## config.mk

```make
export PLATFORM = sky130hd
export DESIGN_NAME = axi_wr_arbiter
export DESIGN_NICKNAME = d
export VERILOG_FILES = /design/src/rtl/axi_wr_arbiter_pkg.sv /design/src/rtl/axi_wr_arbiter_rr_select.sv /design/src/rtl/axi_wr_arbiter.sv
export SDC_FILE = /design/constraint.sdc
export NUM_CORES = 1
export LEC_CHECK = 0
export BUFFER_PORTS_ARGS = -buffer_cell sky130_fd_sc_hd__buf_2
export CAP_MARGIN = 0
export CELL_PAD_IN_SITES_DETAIL_PLACEMENT = 1
export CELL_PAD_IN_SITES_GLOBAL_PLACEMENT = 2
export CORE_AREA = 10 10 230 232
export CTS_BUF_LIST = sky130_fd_sc_hd__clkbuf_8
export DETAILED_ROUTE_END_ITERATION = 7
export DIE_AREA = 0 0 240 242
export PLACE_DENSITY = 0.68
export SETUP_SLACK_MARGIN = 0.3
export SLEW_MARGIN = 10
export SYNTH_ARGS = -nofsm -noshare
export SYNTH_HDL_FRONTEND = slang
export SYNTH_SLANG_ARGS = --single-unit
export TNS_END_PERCENT = 1
```

## constraint.sdc

```tcl
create_clock -name axi_aclk -period 2.72 [get_ports axi_aclk]
set_clock_uncertainty 0.1 [all_clocks]
set_input_delay 0.544 -clock axi_aclk [delete_from_list [all_inputs] [get_ports axi_aclk]]
set_output_delay 0.544 -clock axi_aclk [all_outputs]
set_load 0.05 [all_outputs]
```

## src/rtl/axi_wr_arbiter_pkg.sv

```systemverilog
// Shared types and helpers for the AXI write arbiter.
package axi_arb_pkg;

  typedef enum logic [1:0] {IDLE, ADDR, DATA, RESP} arb_state_t;

  localparam logic [1:0] AXI_RESP_OKAY  = 2'b00;
  localparam logic [1:0] AXI_BURST_INCR = 2'b01;

  function automatic logic [2:0] clog2_bytes(input int unsigned dsize);
    logic [2:0] r;
    r = '0;
    for (int unsigned b = 0; b < 8; b++) begin
      if ((32'd1 << b) == dsize / 8) r = 3'(b);
    end
    return r;
  endfunction

endpackage

```

## src/rtl/axi_wr_arbiter_rr_select.sv

```systemverilog
// Combinational round-robin selector: first set request at or above ptr, wrapping.
module rr_select #(
  parameter int unsigned N = 4,
  localparam int unsigned PW = (N > 1) ? $clog2(N) : 1
) (
  input  logic [N-1:0]  req,
  input  logic [PW-1:0] ptr,
  output logic [PW-1:0] gnt_idx,
  output logic          gnt_any
);

  logic [N-1:0]  rot;
  logic [PW-1:0] off;
  logic [PW:0]   sum;

  always_comb begin
    rot     = N'({req, req} >> ptr);
    off     = '0;
    gnt_any = 1'b0;
    // Descending scan so the lowest rotated offset is the one that sticks.
    for (int unsigned i = N; i > 0; i--) begin
      if (rot[i-1]) begin
        off     = PW'(i - 1);
        gnt_any = 1'b1;
      end
    end
    sum = {1'b0, ptr} + {1'b0, off};
    if (sum >= (PW+1)'(N)) sum = sum - (PW+1)'(N);
    gnt_idx = sum[PW-1:0];
  end

endmodule

```

## src/rtl/axi_wr_arbiter.sv

```systemverilog
// Round-robin arbiter sharing one AXI write master among NUM_REQ requesters.
// Optional burst beat checking with `define AXI_WR_ARB_BEATCHK_EN (adds err_beat).
module axi_wr_arbiter
  import axi_arb_pkg::*;
#(
  parameter int unsigned NUM_REQ = 4,
  parameter int unsigned ASIZE   = 32,
  parameter int unsigned DSIZE   = 64,
  parameter int unsigned LSIZE   = 8,
  parameter int unsigned IDSIZE  = 4
) (
  input  logic                          axi_aclk,
  input  logic                          axi_resetn,
  input  logic [NUM_REQ-1:0]            s_awvalid,
  input  logic [NUM_REQ*ASIZE-1:0]      s_awaddr,
  input  logic [NUM_REQ*LSIZE-1:0]      s_awlen,
  input  logic [NUM_REQ*2-1:0]          s_awburst,
  output logic [NUM_REQ-1:0]            s_awready,
  input  logic [NUM_REQ-1:0]            s_wvalid,
  input  logic [NUM_REQ*DSIZE-1:0]      s_wdata,
  input  logic [NUM_REQ*(DSIZE/8)-1:0]  s_wstrb,
  input  logic [NUM_REQ-1:0]            s_wlast,
  output logic [NUM_REQ-1:0]            s_wready,
  output logic [NUM_REQ-1:0]            s_bvalid,
  output logic [1:0]                    s_bresp,
  input  logic [NUM_REQ-1:0]            s_bready,
  output logic                          m_awvalid,
  output logic [ASIZE-1:0]              m_awaddr,
  output logic [LSIZE-1:0]              m_awlen,
  output logic [1:0]                    m_awburst,
  output logic [IDSIZE-1:0]             m_awid,
  output logic [2:0]                    m_awsize,
  input  logic                          m_awready,
  output logic                          m_wvalid,
  output logic [DSIZE-1:0]              m_wdata,
  output logic [DSIZE/8-1:0]            m_wstrb,
  output logic                          m_wlast,
  input  logic                          m_wready,
  input  logic                          m_bvalid,
  input  logic [1:0]                    m_bresp,
  output logic                          m_bready,
`ifdef AXI_WR_ARB_BEATCHK_EN
  output logic                          err_beat,
`endif
  output logic                          busy
);

  localparam int unsigned SSIZE  = DSIZE / 8;
  localparam int unsigned PW     = $clog2(NUM_REQ);
  localparam logic [2:0]  AWSIZE = clog2_bytes(DSIZE);

  arb_state_t        state_q, state_d;
  logic [PW-1:0]     rr_ptr_q, rr_ptr_d;
  logic [PW-1:0]     grant_q, grant_d;
  logic [ASIZE-1:0]  awaddr_q, awaddr_d;
  logic [LSIZE-1:0]  awlen_q, awlen_d;
  logic [1:0]        awburst_q, awburst_d;
  logic [PW-1:0]     sel_idx;
  logic              sel_any;
  logic              w_beat;
`ifdef AXI_WR_ARB_BEATCHK_EN
  logic [LSIZE:0]    cnt_q, cnt_d;
  logic              err_q, err_d;
  logic              at_len;
`endif

  logic [ASIZE-1:0]  awaddr_a  [NUM_REQ];
  logic [LSIZE-1:0]  awlen_a   [NUM_REQ];
  logic [1:0]        awburst_a [NUM_REQ];
  logic [DSIZE-1:0]  wdata_a   [NUM_REQ];
  logic [SSIZE-1:0]  wstrb_a   [NUM_REQ];

  for (genvar gi = 0; gi < NUM_REQ; gi++) begin : g_unpack
    assign awaddr_a[gi]  = s_awaddr[gi*ASIZE +: ASIZE];
    assign awlen_a[gi]   = s_awlen[gi*LSIZE +: LSIZE];
    assign awburst_a[gi] = s_awburst[gi*2 +: 2];
    assign wdata_a[gi]   = s_wdata[gi*DSIZE +: DSIZE];
    assign wstrb_a[gi]   = s_wstrb[gi*SSIZE +: SSIZE];
  end

  rr_select #(.N(NUM_REQ)) u_rr_select (
    .req     (s_awvalid),
    .ptr     (rr_ptr_q),
    .gnt_idx (sel_idx),
    .gnt_any (sel_any)
  );

  assign busy = (state_q != IDLE);
`ifdef AXI_WR_ARB_BEATCHK_EN
  assign err_beat = err_q;
`endif

  always_comb begin
    state_d   = state_q;
    rr_ptr_d  = rr_ptr_q;
    grant_d   = grant_q;
    awaddr_d  = awaddr_q;
    awlen_d   = awlen_q;
    awburst_d = awburst_q;
    s_awready = '0;
    s_wready  = '0;
    s_bvalid  = '0;
    s_bresp   = '0;
    m_awvalid = 1'b0;
    m_awaddr  = '0;
    m_awlen   = '0;
    m_awburst = '0;
    m_awid    = '0;
    m_awsize  = '0;
    m_wvalid  = 1'b0;
    m_wdata   = '0;
    m_wstrb   = '0;
    m_wlast   = 1'b0;
    m_bready  = 1'b0;
    w_beat    = 1'b0;
`ifdef AXI_WR_ARB_BEATCHK_EN
    cnt_d  = cnt_q;
    err_d  = 1'b0;
    at_len = (cnt_q == {1'b0, awlen_q});
`endif
    case (state_q)
      IDLE: begin
        if (sel_any) begin
          grant_d   = sel_idx;
          awaddr_d  = awaddr_a[sel_idx];
          awlen_d   = awlen_a[sel_idx];
          awburst_d = awburst_a[sel_idx];
          state_d   = ADDR;
        end
      end
      ADDR: begin
        m_awvalid = 1'b1;
        m_awaddr  = awaddr_q;
        m_awlen   = awlen_q;
        m_awburst = awburst_q;
        m_awid    = IDSIZE'(grant_q);
        m_awsize  = AWSIZE;
        if (m_awready) begin
          s_awready[grant_q] = 1'b1;
          state_d            = DATA;
`ifdef AXI_WR_ARB_BEATCHK_EN
          cnt_d = '0;
`endif
        end
      end
      DATA: begin
        m_wvalid          = s_wvalid[grant_q];
        s_wready[grant_q] = m_wready;
        m_wdata           = wdata_a[grant_q];
        m_wstrb           = wstrb_a[grant_q];
        w_beat            = s_wvalid[grant_q] & m_wready;
`ifdef AXI_WR_ARB_BEATCHK_EN
        // Beat awlen+1 always closes the burst, flagged if wlast disagrees.
        m_wlast = s_wlast[grant_q] | at_len;
        if (w_beat) begin
          cnt_d = cnt_q + 1'b1;
          err_d = s_wlast[grant_q] ^ at_len;
        end
`else
        m_wlast = s_wlast[grant_q];
`endif
        if (w_beat && m_wlast) state_d = RESP;
      end
      RESP: begin
        s_bvalid[grant_q] = m_bvalid;
        m_bready          = s_bready[grant_q];
        s_bresp           = m_bresp;
        if (m_bvalid && s_bready[grant_q]) begin
          rr_ptr_d = (grant_q == PW'(NUM_REQ - 1)) ? '0 : grant_q + 1'b1;
          state_d  = IDLE;
        end
      end
      default: state_d = IDLE;
    endcase
  end

  always_ff @(posedge axi_aclk or negedge axi_resetn) begin
    if (!axi_resetn) begin
      state_q   <= IDLE;
      rr_ptr_q  <= '0;
      grant_q   <= '0;
      awaddr_q  <= '0;
      awlen_q   <= '0;
      awburst_q <= '0;
`ifdef AXI_WR_ARB_BEATCHK_EN
      cnt_q <= '0;
      err_q <= 1'b0;
`endif
    end else begin
      state_q   <= state_d;
      rr_ptr_q  <= rr_ptr_d;
      grant_q   <= grant_d;
      awaddr_q  <= awaddr_d;
      awlen_q   <= awlen_d;
      awburst_q <= awburst_d;
`ifdef AXI_WR_ARB_BEATCHK_EN
      cnt_q <= cnt_d;
      err_q <= err_d;
`endif
    end
  end

endmodule

```

==> results.yml, run 1 <==
route:
  postRouteAntennaNets: 0
  post_drt_wl_per_cell_um: 28.5
  vias: 8684
  drt_iter0_drc: 268
  drcViolationCount: 0
  detail_route.wirelength_um: 55600
  detailedRoute.firstPassIterationCount: 6
  via_per_instance_ratio: 4.46
clock_network:
  clockRootBuffer: "sky130_fd_sc_hd__clkbuf_8"
  numCtsBuffers: 5
  clock_sinks: 48
  cts_max_path_buffers: 2
  clkTransAtPathRegs_ns: 0.13
  tritoncts: "built"
  cts-htree-levels: 2
  worstSkewPairLatency_ns: 0.34
placed_design:
  numPortBuffers: 615
  post-place-ws_ns: -0.639
  dpl.hpwl_um: 46200
  routabilityCongestion: 0.945
grt:
  grt_pass1_vias: 9582
  grt_max_degree: 49
  first_pass_grt_wire_length_um: 74000
  overall_track_demand_over_capacity_in_global_routing: 0.177
  grt_antenna_before_repair: 67
  grt.overflow.total: 0
critical_path:
  reg2reg_slack_ns: 0.06
  worst-setup-path-type: "register to output port"
  worst_setup_path_end_kind: "output port"
  worstRegToRegCells: 13
  endpoint: "m_wdata[26]"
  worst_path_max_delay_cell: "sky130_fd_sc_hd__dfrtp_4"
  crit_chain: "buf_12, buf_12, buf_16, mux4_2, and2_4, buf_6"
  critical_path.startpoint_type: "register"
  endpoint_of_the_worst_register_to_register_path: "awaddr_q[25]"
  worst-endpoint-required_ns: 2.08
  critical_path_arrival_ns: 2.06
  crit_path_frequent_cell: "sky130_fd_sc_hd__buf_12"
  crit_fanout: 6
  cp_slowest_stage_delay_ns: 0.51
  crit_path_start: "grant_q[0]"
  timing.rr.start: "rr_ptr_q[0]"
yosys:
  asyncSetResetFlopFracSynth: 1.00
  postSynthAreaPerCell_um2: 10.4
  register_bit_total_from_synthesis: 48
  post-synth-top-area-cell: "sky130_fd_sc_hd__mux4_2"
  synth-warning-count: 0
  synth.top_cells.by_area: "sky130_fd_sc_hd__mux4_2 25%, sky130_fd_sc_hd__dfrtp_1 18%, sky130_fd_sc_hd__and2_1 11%"
  synth_cell_types: 43
  synth_edf_count: 0
  yosysSeqAreaShare: 0.177
  post-synth-top-area-fraction: 0.249
  syn_area_um2: 6780
  post_synth_inst_count: 650
  dominantRegCellSynth: "sky130_fd_sc_hd__dfrtp_1"
pwr:
  total_leakage_power_nw: 6.18
  power.share.combinational: 0.909
  share_clk_of_total_power: 0.025
  power.density_cell_area_nw_per_um2: 1440
  power.sequential.fraction: 0.066
  ir_drop_v: 0.000625
  internal_power_w: 0.0101
  power.switching_fraction: 0.512
  p_sw_w: 0.0106
floorplan:
  rows: 81
  dieWidth_um: 240
  fp.dieArea_um2: 58100
  fp.dieH_um: 242
  floorplan.io_pins: 619
  core_um2: 48400
  initial_utilization: 0.140
timing:
  max-slew-margin-rel: 0.411
  rsz0062_at_grt: "yes"
  timing.final.crit_share: 0.995
  worst_slew_pin_slew_ns: 0.884
  hold_slack_ns: 0.198
  max_freq_mhz: 369
  final_max_slew_viol_count: 0
  timing.final.ws_setup_ns: 0.0133
  hold_viol: 0
  timing.final.setup_violations: 0
  layout_min_cycle_time_ns: 2.71
outcome:
  result_of_the_run: "completed"
min_path:
  hold_path_class: "input pin to asynchronous set/reset pin"
flow_run:
  max_cap_violations: 0
final_layout:
  num-nets-final: 1766
  area_grow_syn2layout_pct: 113
  drive_gt1_frac: 0.828
  layout.core_utilization: 0.298
synth_stat cells (2+ instances only):
cell type / n
sky130_fd_sc_hd__buf_1: 5
sky130_fd_sc_hd__clkbuf_8: 2
sky130_fd_sc_hd__clkbuf_1: 39
sky130_fd_sc_hd__a2111oi_2: 39
sky130_fd_sc_hd__buf_4: 9
sky130_fd_sc_hd__o21ai_0: 2
sky130_fd_sc_hd__o31ai_1: 4
sky130_fd_sc_hd__dfrtp_1: 48
sky130_fd_sc_hd__mux4_2: 75
sky130_fd_sc_hd__a32o_1: 2
sky130_fd_sc_hd__nor2_1: 4
sky130_fd_sc_hd__buf_6: 5
sky130_fd_sc_hd__o221ai_1: 2
sky130_fd_sc_hd__buf_2: 19
sky130_fd_sc_hd__and2_1: 121
sky130_fd_sc_hd__nor3b_1: 3
sky130_fd_sc_hd__o31ai_2: 39
sky130_fd_sc_hd__mux2_2: 3
sky130_fd_sc_hd__inv_1: 6
sky130_fd_sc_hd__nor2b_1: 86
sky130_fd_sc_hd__a221oi_1: 42
sky130_fd_sc_hd__nor3_1: 2
sky130_fd_sc_hd__ha_1: 9
sky130_fd_sc_hd__nand3_1: 3
sky130_fd_sc_hd__a2111oi_0: 3
sky130_fd_sc_hd__and3_1: 12
sky130_fd_sc_hd__nand2_1: 50
flip-flops by register name, summed over array words and instances (netlist names):
| name | cells |
|---|---|
| awaddr_q | 32 |
| awlen_q | 8 |
| awburst_q | 2 |
| grant_q | 2 |
| rr_ptr_q | 2 |
| state_q | 2 |
power groups by stage:
stage | logic (W) | clock network [W] | registers, W
finish | 0.0189 | 0.000519 | 0.00137
detailed placement | 0.0139 | 0 | 0.00135
global route | 0.0199 | 0.000572 | 0.00142
global placement | 0.0138 | 0 | 0.00134
CTS | 0.0174 | 0.000551 | 0.00136
floorplan | 0.0100 | 0 | 0.00123
cell type report:
cell class                      instances  area [um2]
Sequential cell                        48        1210
Antenna cell                           47         118
Fill cell                            5486       34000
Clock buffer                            5        68.8
Timing Repair Buffer                  699        5690
Multi-Input combinational cell        518        6520
Inverter                                6        30.0
Clock inverter                          3        23.8
Tap cell                              622         778
through the flow:
step,setup TNS [ns],power (W),instances,area [um2]
global route,-1.28,0.0219,1934,14400
finish,0,0.0208,1948,14400
detailed placement,-25.05,0.0153,1864,11400
CTS,-0.350,0.0193,1885,13600
global placement,-24.97,0.0151,1864,11400
floorplan,0,0.0113,652,7160
layer usage:
metal / vias to the layer above / routed length [um] / GRT usage
met2: 453 / 28400 / 0.315
li1: 3815 / - / -
met4: 14 / 3350 / 0.114
met3: 113 / 4580 / 0.0556
met5: - / 92 / 0
met1: 4289 / 19200 / 0.173
placed cells by master (no fill, tap or decap), types with 4 or more instances in the layout:
cell type	instances
sky130_fd_sc_hd__buf_2	486
sky130_fd_sc_hd__and2_4	117
sky130_fd_sc_hd__nor2b_1	82
sky130_fd_sc_hd__buf_8	81
sky130_fd_sc_hd__mux4_2	75
sky130_fd_sc_hd__buf_12	50
sky130_fd_sc_hd__nand2_1	49
sky130_fd_sc_hd__diode_2	47
sky130_fd_sc_hd__dfrtp_1	44
sky130_fd_sc_hd__a2111oi_4	42
sky130_fd_sc_hd__o31ai_2	40
sky130_fd_sc_hd__buf_4	38
sky130_fd_sc_hd__a221oi_2	31
sky130_fd_sc_hd__buf_6	27
sky130_fd_sc_hd__buf_16	12
sky130_fd_sc_hd__a221oi_4	10
sky130_fd_sc_hd__and3_4	7
sky130_fd_sc_hd__and3_1	5
sky130_fd_sc_hd__ha_4	5
sky130_fd_sc_hd__clkbuf_8	5
sky130_fd_sc_hd__clkbuf_16	5
sky130_fd_sc_hd__and2_1	4
sky130_fd_sc_hd__nor2b_2	4
worst max-delay path, delay by kind of cell (launching register included):
kind / cells / cell delay, ns
multiplexers: 1 / 0.43
AND/OR/NAND/NOR: 1 / 0.18
flip-flops: 1 / 0.51
buffers and inverters: 4 / 0.59
cell families (layout without fill, tap and decap cells):
kind of cell / after synthesis / after routing / share of synthesized area
compound gates: 141 / 141 / 0.238
other cells: 1 / 50 / 0.000553
xor+xnor: 2 / 2 / 0.00259
mux: 79 / 79 / 0.256
simple gates: 284 / 284 / 0.243
flops: 48 / 48 / 0.177
fa+ha+maj: 9 / 9 / 0.0166
buf+inv: 86 / 713 / 0.0652
worst min path at each step:
stage | startpoint | to | slack, ns | cells after the start
after global placement | awaddr_q[2] | awaddr_q[2] | 0.36 | 2
final | axi_resetn | awaddr_q[24] | 0.20 | 1
after CTS | axi_resetn | awaddr_q[3] | 0.20 | 1
after detailed placement | awaddr_q[4] | awaddr_q[4] | 0.36 | 2
after floorplan | axi_resetn | awaddr_q[0] | 0.15 | 0
after global routing | axi_resetn | awaddr_q[24] | 0.22 | 1
what timing repair did:
item | 4_1_cts | 5_1_grt
cloned | 5 | 6
setup endpoints to repair | 174 | 175
gates resized for setup | 519 | 79
pin swaps | 75 | 82
setup buffers | 8 | 10
hold buffers | 0 | 0
Note: power is estimated with default switching activity, not from simulation.
==> inputs of run 2 (changes only) <==
- BUFFER_PORTS_ARGS: -buffer_cell sky130_fd_sc_hd__buf_2 -> -buffer_cell sky130_fd_sc_hd__clkbuf_2
==> run 2 against run 1 <==
The run now ends with setup timing left. Via count shrank 1.5%. Routed wire length shrank 1.5%. Fmax is 2.1% lower. Sequential cell count unchanged. Cell count decreased by 0.82%. Die area unchanged. Largest cell class unchanged. Largest power group unchanged. Highest routed layer unchanged.
==> results.yml, run 2 (same netlist as run 1, synthesis figures left out) <==
final_layout:
  drive_gt1_frac: 0.782
  area_grow_syn2layout_pct: 107
  num-nets-final: 1762
  largestRegisters: "awaddr_q (32), awlen_q (8)"
  largest_register_ffs: 32
  stdcell_area_um2: 14000
  layout.core_utilization: 0.290
  post_layout_nonfiller_instances: 1932
  layout_common_cells: "487 x sky130_fd_sc_hd__clkbuf_2, 82 x sky130_fd_sc_hd__nor2b_1, 75 x sky130_fd_sc_hd__mux4_2"
  layout.filler_cells: 5588
  largest_register: "awaddr_q"
  layout_commonest_cell: "sky130_fd_sc_hd__clkbuf_2"
flow_run:
  max_cap_violations: 0
critical_path:
  worst_path_max_delay_cell: "sky130_fd_sc_hd__dfrtp_4"
  critical_path.startpoint_type: "register"
  timing.rr.start: "rr_ptr_q[0]"
  crit_fanout: 6
  crit_path_start: "grant_q[0]"
  worst-setup-path-type: "register to output port"
  endpoint_of_the_worst_register_to_register_path: "awaddr_q[0]"
  reg2reg_slack_ns: 0.05
  cp_slowest_stage_delay_ns: 0.59
  crit_chain: "buf_12, buf_16, buf_8, mux4_2, and2_4, buf_8"
  worstRegToRegCells: 13
  critical_path_arrival_ns: 2.12
  worst_setup_path_end_kind: "output port"
  critical_path_depth: 6
  endpoint: "m_wdata[38]"
  worst_path_dominant_cell_family: "flip-flops"
  count_of_buffer_and_inverter_cells_on_the_critical_path: 4
  worst-endpoint-required_ns: 2.08
  crit_path_frequent_cell: "sky130_fd_sc_hd__buf_8"
timing:
  final_max_slew_viol_count: 0
  timing.final.setup_violations: 27
  timing.final.ws_setup_ns: -0.0437
  max-slew-margin-rel: 0.582
  max_freq_mhz: 362
  rsz0062_at_grt: "yes"
  worst_slew_pin_slew_ns: 0.627
  timing.final.crit_share: 1.02
  layout_min_cycle_time_ns: 2.76
  hold_viol: 0
placed_design:
  post-place-ws_ns: -0.169
  dpl.hpwl_um: 46600
  routabilityCongestion: 0.939
  dp.cells: 1871
  numPortBuffers: 615
  post_dp_cell_area_um2: 11600
outcome:
  violations: "setup timing"
  result_of_the_run: "finished, violations left"
grt:
  grt.overflow.total: 0
  grt_max_degree: 56
  overall_track_demand_over_capacity_in_global_routing: 0.178
  first_pass_grt_wire_length_um: 74300
  grt_antenna_before_repair: 44
  grt_pass1_vias: 9617
route:
  detail_route.wirelength_um: 54800
  drcViolationCount: 0
  vias: 8552
  drt_iter0_drc: 337
  postRouteAntennaNets: 0
  post_drt_wl_per_cell_um: 28.4
  detailedRoute.firstPassIterationCount: 4
  via_per_instance_ratio: 4.43
min_path:
  hold_path_class: "input pin to asynchronous set/reset pin"
floorplan:
  fp.dieArea_um2: 58100
  floorplan.io_pins: 619
  dieWidth_um: 240
  rows: 81
  initial_utilization: 0.140
  fp.dieH_um: 242
  core_um2: 48400
clock_network:
  numCtsBuffers: 5
  cts_max_path_buffers: 2
  cts-htree-levels: 2
  clockRootBuffer: "sky130_fd_sc_hd__clkbuf_8"
  worstSkewPairLatency_ns: 0.34
  tritoncts: "built"
  clkTransAtPathRegs_ns: 0.12
  clock_sinks: 48
pwr:
  total_leakage_power_nw: 6.13
  power.density_cell_area_nw_per_um2: 1380
  ir_drop_v: 0.000665
## run 2: changes by cell type in the layout (fill, tap and decap cells not counted), moves of 36 or more
cell	previous run	this run
sky130_fd_sc_hd__clkbuf_2	0	487
sky130_fd_sc_hd__buf_2	486	1
sky130_fd_sc_hd__clkbuf_16	5	41
sky130_fd_sc_hd__and2_4	117	61
sky130_fd_sc_hd__buf_8	81	12
sky130_fd_sc_hd__and2_1	4	59
## run 2: worst register-to-register path, cell delays in order, from the launching register on
cell and delay [ns]:
sky130_fd_sc_hd__dfrtp_1 0.43, sky130_fd_sc_hd__nor2b_4 0.14, sky130_fd_sc_hd__a221o_1 0.29, sky130_fd_sc_hd__nand2_1 0.08, sky130_fd_sc_hd__o221ai_2 0.08, sky130_fd_sc_hd__buf_4 0.17, sky130_fd_sc_hd__ha_4 0.17, sky130_fd_sc_hd__xor2_1 0.14
sky130_fd_sc_hd__buf_4 0.15, sky130_fd_sc_hd__a21oi_4 0.26, sky130_fd_sc_hd__buf_6 0.18, sky130_fd_sc_hd__buf_12 0.15, sky130_fd_sc_hd__a2111oi_4 0.06, sky130_fd_sc_hd__o31ai_2 0.20
## run 2: worst min-delay path by stage
stage	end	slack (ns)
after floorplan	awaddr_q[0]	0.15
after detailed placement	awaddr_q[1]	0.36
final	awaddr_q[21]	0.11
after global routing	awaddr_q[20]	0.13
after global placement	awaddr_q[2]	0.36
after CTS	awaddr_q[19]	0.12
## run 2: layout make-up
type / instances / area (um2) / share of cell area
sequential: 48 / 1210 / 0.0863
multi-input combinational: 518 / 6160 / 0.439
clock buffer: 5 / 68.8 / 0.00490
inverter: 6 / 26.3 / 0.00187
antenna: 35 / 87.6 / 0.00624
timing repair buffer: 695 / 5670 / 0.404
tap: 622 / 778 / 0.0554
clock inverter: 3 / 42.5 / 0.00303
## run 2: routing by layer
| layer | global-route usage | vias up | share of wire |
|---|---|---|---|
| li1 | - | 3789 | - |
| met5 | 0 | - | 0.0013 |
| met1 | 0.174 | 4239 | 0.34 |
| met2 | 0.318 | 421 | 0.52 |
| met3 | 0.0604 | 93 | 0.086 |
| met4 | 0.108 | 10 | 0.054 |
## run 2: what timing repair did
item	CTS	global route
pin swaps	37	24
hold buffers	0	0
gates resized for setup	342	54
hold endpoints to repair	0	0
setup buffers	8	5
cloned	4	1
endpoints found under the setup margin	168	166
## run 2: metrics by stage
| step | power, W | TNS, ns | hold slack, ns |
|---|---|---|---|
| 6_report | 0.0194 | -0.603 | 0.109 |
| 5_1_grt | 0.0206 | -6.09 | 0.131 |
| 4_1_cts | 0.0191 | -1.90 | 0.119 |
| 3_5_place_dp | 0.0156 | -4.92 | 0.365 |
| 3_3_place_gp | 0.0154 | -5.70 | 0.360 |
| 2_1_floorplan | 0.0113 | 0 | 0.148 |
## run 2: report_power, final
| group | switching, W | internal [W] | leakage (nW) |
|---|---|---|---|
| Sequential | 0.000292 | 0.00110 | 0.584 |
| Combinational | 0.00940 | 0.00803 | 5.49 |
| Clock | 0.000324 | 0.000274 | 0.0544 |
==> inputs of run 3 (changes only) <==
--- a/config.mk
+++ b/config.mk
@@ -11,7 +11,8 @@
 export CELL_PAD_IN_SITES_GLOBAL_PLACEMENT = 2
-export CORE_AREA = 10 10 230 232
+export CORE_AREA = 10 10 232 234
 export CTS_BUF_LIST = sky130_fd_sc_hd__clkbuf_8
 export DETAILED_ROUTE_END_ITERATION = 7
-export DIE_AREA = 0 0 240 242
-export PLACE_DENSITY = 0.68
+export DIE_AREA = 0 0 242 244
+export GPL_TIMING_DRIVEN = 1
+export PLACE_DENSITY = 0.63
 export SETUP_SLACK_MARGIN = 0.3
@@ -20,2 +21,3 @@
 export SYNTH_HDL_FRONTEND = slang
+export SYNTH_HIERARCHICAL = 1
 export SYNTH_SLANG_ARGS = --single-unit
--- a/constraint.sdc
+++ b/constraint.sdc
@@ -4,2 +4,2 @@
 set_output_delay 0.544 -clock axi_aclk [all_outputs]
-set_load 0.05 [all_outputs]
+set_load 0.01 [all_outputs]
==> run 3 against run 2 <==
The flow now finishes without violations. Hold slack hardly changed. Clock-buffer cell count is 1 higher. Global-route usage is 2.3 points lower. Sequential cell count stayed put. Utilization is 5.4 points lower. Cell count is 7.8% lower. Register-to-register slack better by 0.03 ns. Routed wire length is 9.5% lower. Largest cell class unchanged. Fmax is 3.9% higher.
==> results.yml, run 3 <==
grt:
  overall_track_demand_over_capacity_in_global_routing: 0.155
  grt_pass1_vias: 8250
  grt_max_degree: 47
  first_pass_grt_wire_length_um: 65500
  grt_antenna_before_repair: 35
  grt.overflow.total: 0
route:
  detail_route.wirelength_um: 49600
  post_drt_wl_per_cell_um: 27.9
  drt_iter0_drc: 283
  detailedRoute.firstPassIterationCount: 4
  drcViolationCount: 0
  postRouteAntennaNets: 0
  via_per_instance_ratio: 4.02
  vias: 7164
floorplan:
  initial_utilization: 0.118
  fp.dieH_um: 244
  floorplan.io_pins: 619
  fp.dieArea_um2: 59000
  dieWidth_um: 242
  core_um2: 49500
  rows: 82
critical_path:
  cp_slowest_stage_delay_ns: 0.54
  worst-setup-path-type: "register to output port"
  timing.rr.start: "rr_ptr_q[1]"
  worst_path_max_delay_cell: "sky130_fd_sc_hd__dfrtp_4"
  worstRegToRegCells: 11
  worst_path_dominant_cell_family: "buffers and inverters"
  endpoint_of_the_worst_register_to_register_path: "awaddr_q[14]"
  crit_path_frequent_cell: "sky130_fd_sc_hd__buf_12"
  critical_path.startpoint_type: "register"
  worst-endpoint-required_ns: 2.08
  count_of_buffer_and_inverter_cells_on_the_critical_path: 4
  crit_fanout: 7
  critical_path_arrival_ns: 2.01
  worst_setup_path_end_kind: "output port"
  crit_chain: "buf_12, buf_12, clkbuf_16, mux4_2, and2_4, clkbuf_2"
  reg2reg_slack_ns: 0.08
final_layout:
  seqCellArea_um2: 1210
  largest_register_ffs: 32
  layout.filler_cells: 5764
  area_grow_syn2layout_pct: 100
  drive_gt1_frac: 0.883
  layout_commonest_cell: "sky130_fd_sc_hd__clkbuf_2"
  multi_input_area_um2: 4880
  post_layout_nonfiller_instances: 1781
  layout_common_cells: "544 x sky130_fd_sc_hd__clkbuf_2, 117 x sky130_fd_sc_hd__mux4_2, 66 x sky130_fd_sc_hd__and2_4"
  largestRegisters: "awaddr_q (32), awlen_q (8)"
  stdcell_area_um2: 11600
  num-nets-final: 1575
  largest_register: "awaddr_q"
yosys:
  synth_cell_types: 33
  post-synth-top-area-fraction: 0.453
  post_synth_inst_count: 444
  syn_area_um2: 5820
  synth-warning-count: 6
  synth.top_cells.by_area: "sky130_fd_sc_hd__mux4_2 45%, sky130_fd_sc_hd__dfrtp_1 21%, sky130_fd_sc_hd__and2_1 13%"
  post-synth-top-area-cell: "sky130_fd_sc_hd__mux4_2"
  asyncSetResetFlopFracSynth: 1.00
  leading_cell_type_by_number_of_instances_after_synthesis: "sky130_fd_sc_hd__and2_1"
  yosysSeqAreaShare: 0.206
  postSynthAreaPerCell_um2: 13.1
  synth_edf_count: 0
  register_bit_total_from_synthesis: 48
  dominantRegCellSynth: "sky130_fd_sc_hd__dfrtp_1"
  most_used_standard_cells_in_the_synthesized_netlist: "119 x sky130_fd_sc_hd__and2_1, 117 x sky130_fd_sc_hd__mux4_2, 48 x sky130_fd_sc_hd__dfrtp_1, 45 x sky130_fd_sc_hd__mux2_2, 22 x sky130_fd_sc_hd__clkbuf_1"
pwr:
  ir_drop_v: 0.000594
  design_power_total_w: 0.0130
  total_leakage_power_nw: 5.69
  power.density_cell_area_nw_per_um2: 1120
timing:
  hold_slack_ns: 0.109
  layout_min_cycle_time_ns: 2.66
  timing.final.setup_violations: 0
  final_max_slew_viol_count: 0
  timing.final.crit_share: 0.978
  worst_slew_pin_slew_ns: 0.620
  hold_viol: 0
  max-slew-margin-rel: 0.587
  rsz0062_at_grt: "yes"
  max_freq_mhz: 376
clock_network:
  cts_max_path_buffers: 2
  clkTransAtPathRegs_ns: 0.11
  clockRootBuffer: "sky130_fd_sc_hd__clkbuf_8"
  tritoncts: "built"
  post_cts_hold_buffer_count: 0
  clock_sinks: 48
  cts-htree-levels: 2
  worstSkewPairLatency_ns: 0.32
  numCtsBuffers: 5
flow_run:
  max_cap_violations: 0
outcome:
  result_of_the_run: "completed"
placed_design:
  routabilityCongestion: 0.935
  dp.cells: 1715
  dpl.hpwl_um: 43000
  numPortBuffers: 615
  post_dp_cell_area_um2: 9940
min_path:
  hold_path_class: "input pin to asynchronous set/reset pin"
==> run 3: cell families (layout without fill, tap and decap cells) <==
| kind of cell | after synthesis | count (layout) | share of synthesized area |
|---|---|---|---|
| AND/OR/NAND/NOR | 149 | 149 | 0.157 |
| other | 1 | 25 | 0.000645 |
| adder cells (fa/ha/maj) | 10 | 10 | 0.0215 |
| XOR/XNOR | 2 | 2 | 0.00301 |
| buffers and inverters | 57 | 698 | 0.0473 |
| AO/OA/AOI/OAI | 13 | 13 | 0.0191 |
| flip-flops | 48 | 48 | 0.206 |
| multiplexers | 164 | 164 | 0.545 |
==> run 3: report_power, final <==
part	internal, W	leakage, nW	switching (W)
logic	0.00654	5.07	0.00454
clock network	0.000214	0.0523	0.000308
registers	0.00112	0.560	0.000281
total	0.00788	5.69	0.00513
==> run 3: routing by layer <==
metal,GRT usage,routed length (um),share of wire
met5,0,81,0.0016
met3,0.0614,4580,0.092
met4,0.0568,1970,0.040
met2,0.294,26300,0.53
met1,0.150,16600,0.34
==> run 3: timing repair <==
item                                    CTS  global route
pin swaps                                41            32
setup buffers                            15            12
gates resized for setup                 123           202
gates cloned                              3             6
endpoints found under the setup margin  173           139
==> run 3: cell type report <==
class                   count  area share
multi-input cells         341       0.419
repair buffers            683       0.388
flip-flops and latches     48       0.104
well taps                 672      0.0722
clock buffers               6     0.00709
diodes                     22     0.00473
inverters                   7     0.00312
clock inverters             2     0.00150
==> run 3: worst max path at each step <==
stage,cells past startpoint,start,endpoint
floorplan,11,s_awvalid[1],awaddr_q[17]
global placement,11,s_awvalid[1],awaddr_q[0]
detailed placement,11,s_awvalid[1],awaddr_q[14]
CTS,5,grant_q[0],m_wstrb[7]
global route,6,grant_q[0],m_wdata[32]
finish,6,grant_q[0],m_wdata[32]
==> run 3: stage by stage <==
stage / TNS [ns] / util / setup slack, ns
6_report: 0 / 0.236 / 0.0611
2_1_floorplan: 0 / - / 0.128
5_1_grt: -0.0887 / 0.235 / -0.0127
4_1_cts: -1.17 / 0.218 / -0.0535
3_3_place_gp: -6.85 / 0.201 / -0.178
3_5_place_dp: -8.57 / 0.201 / -0.246
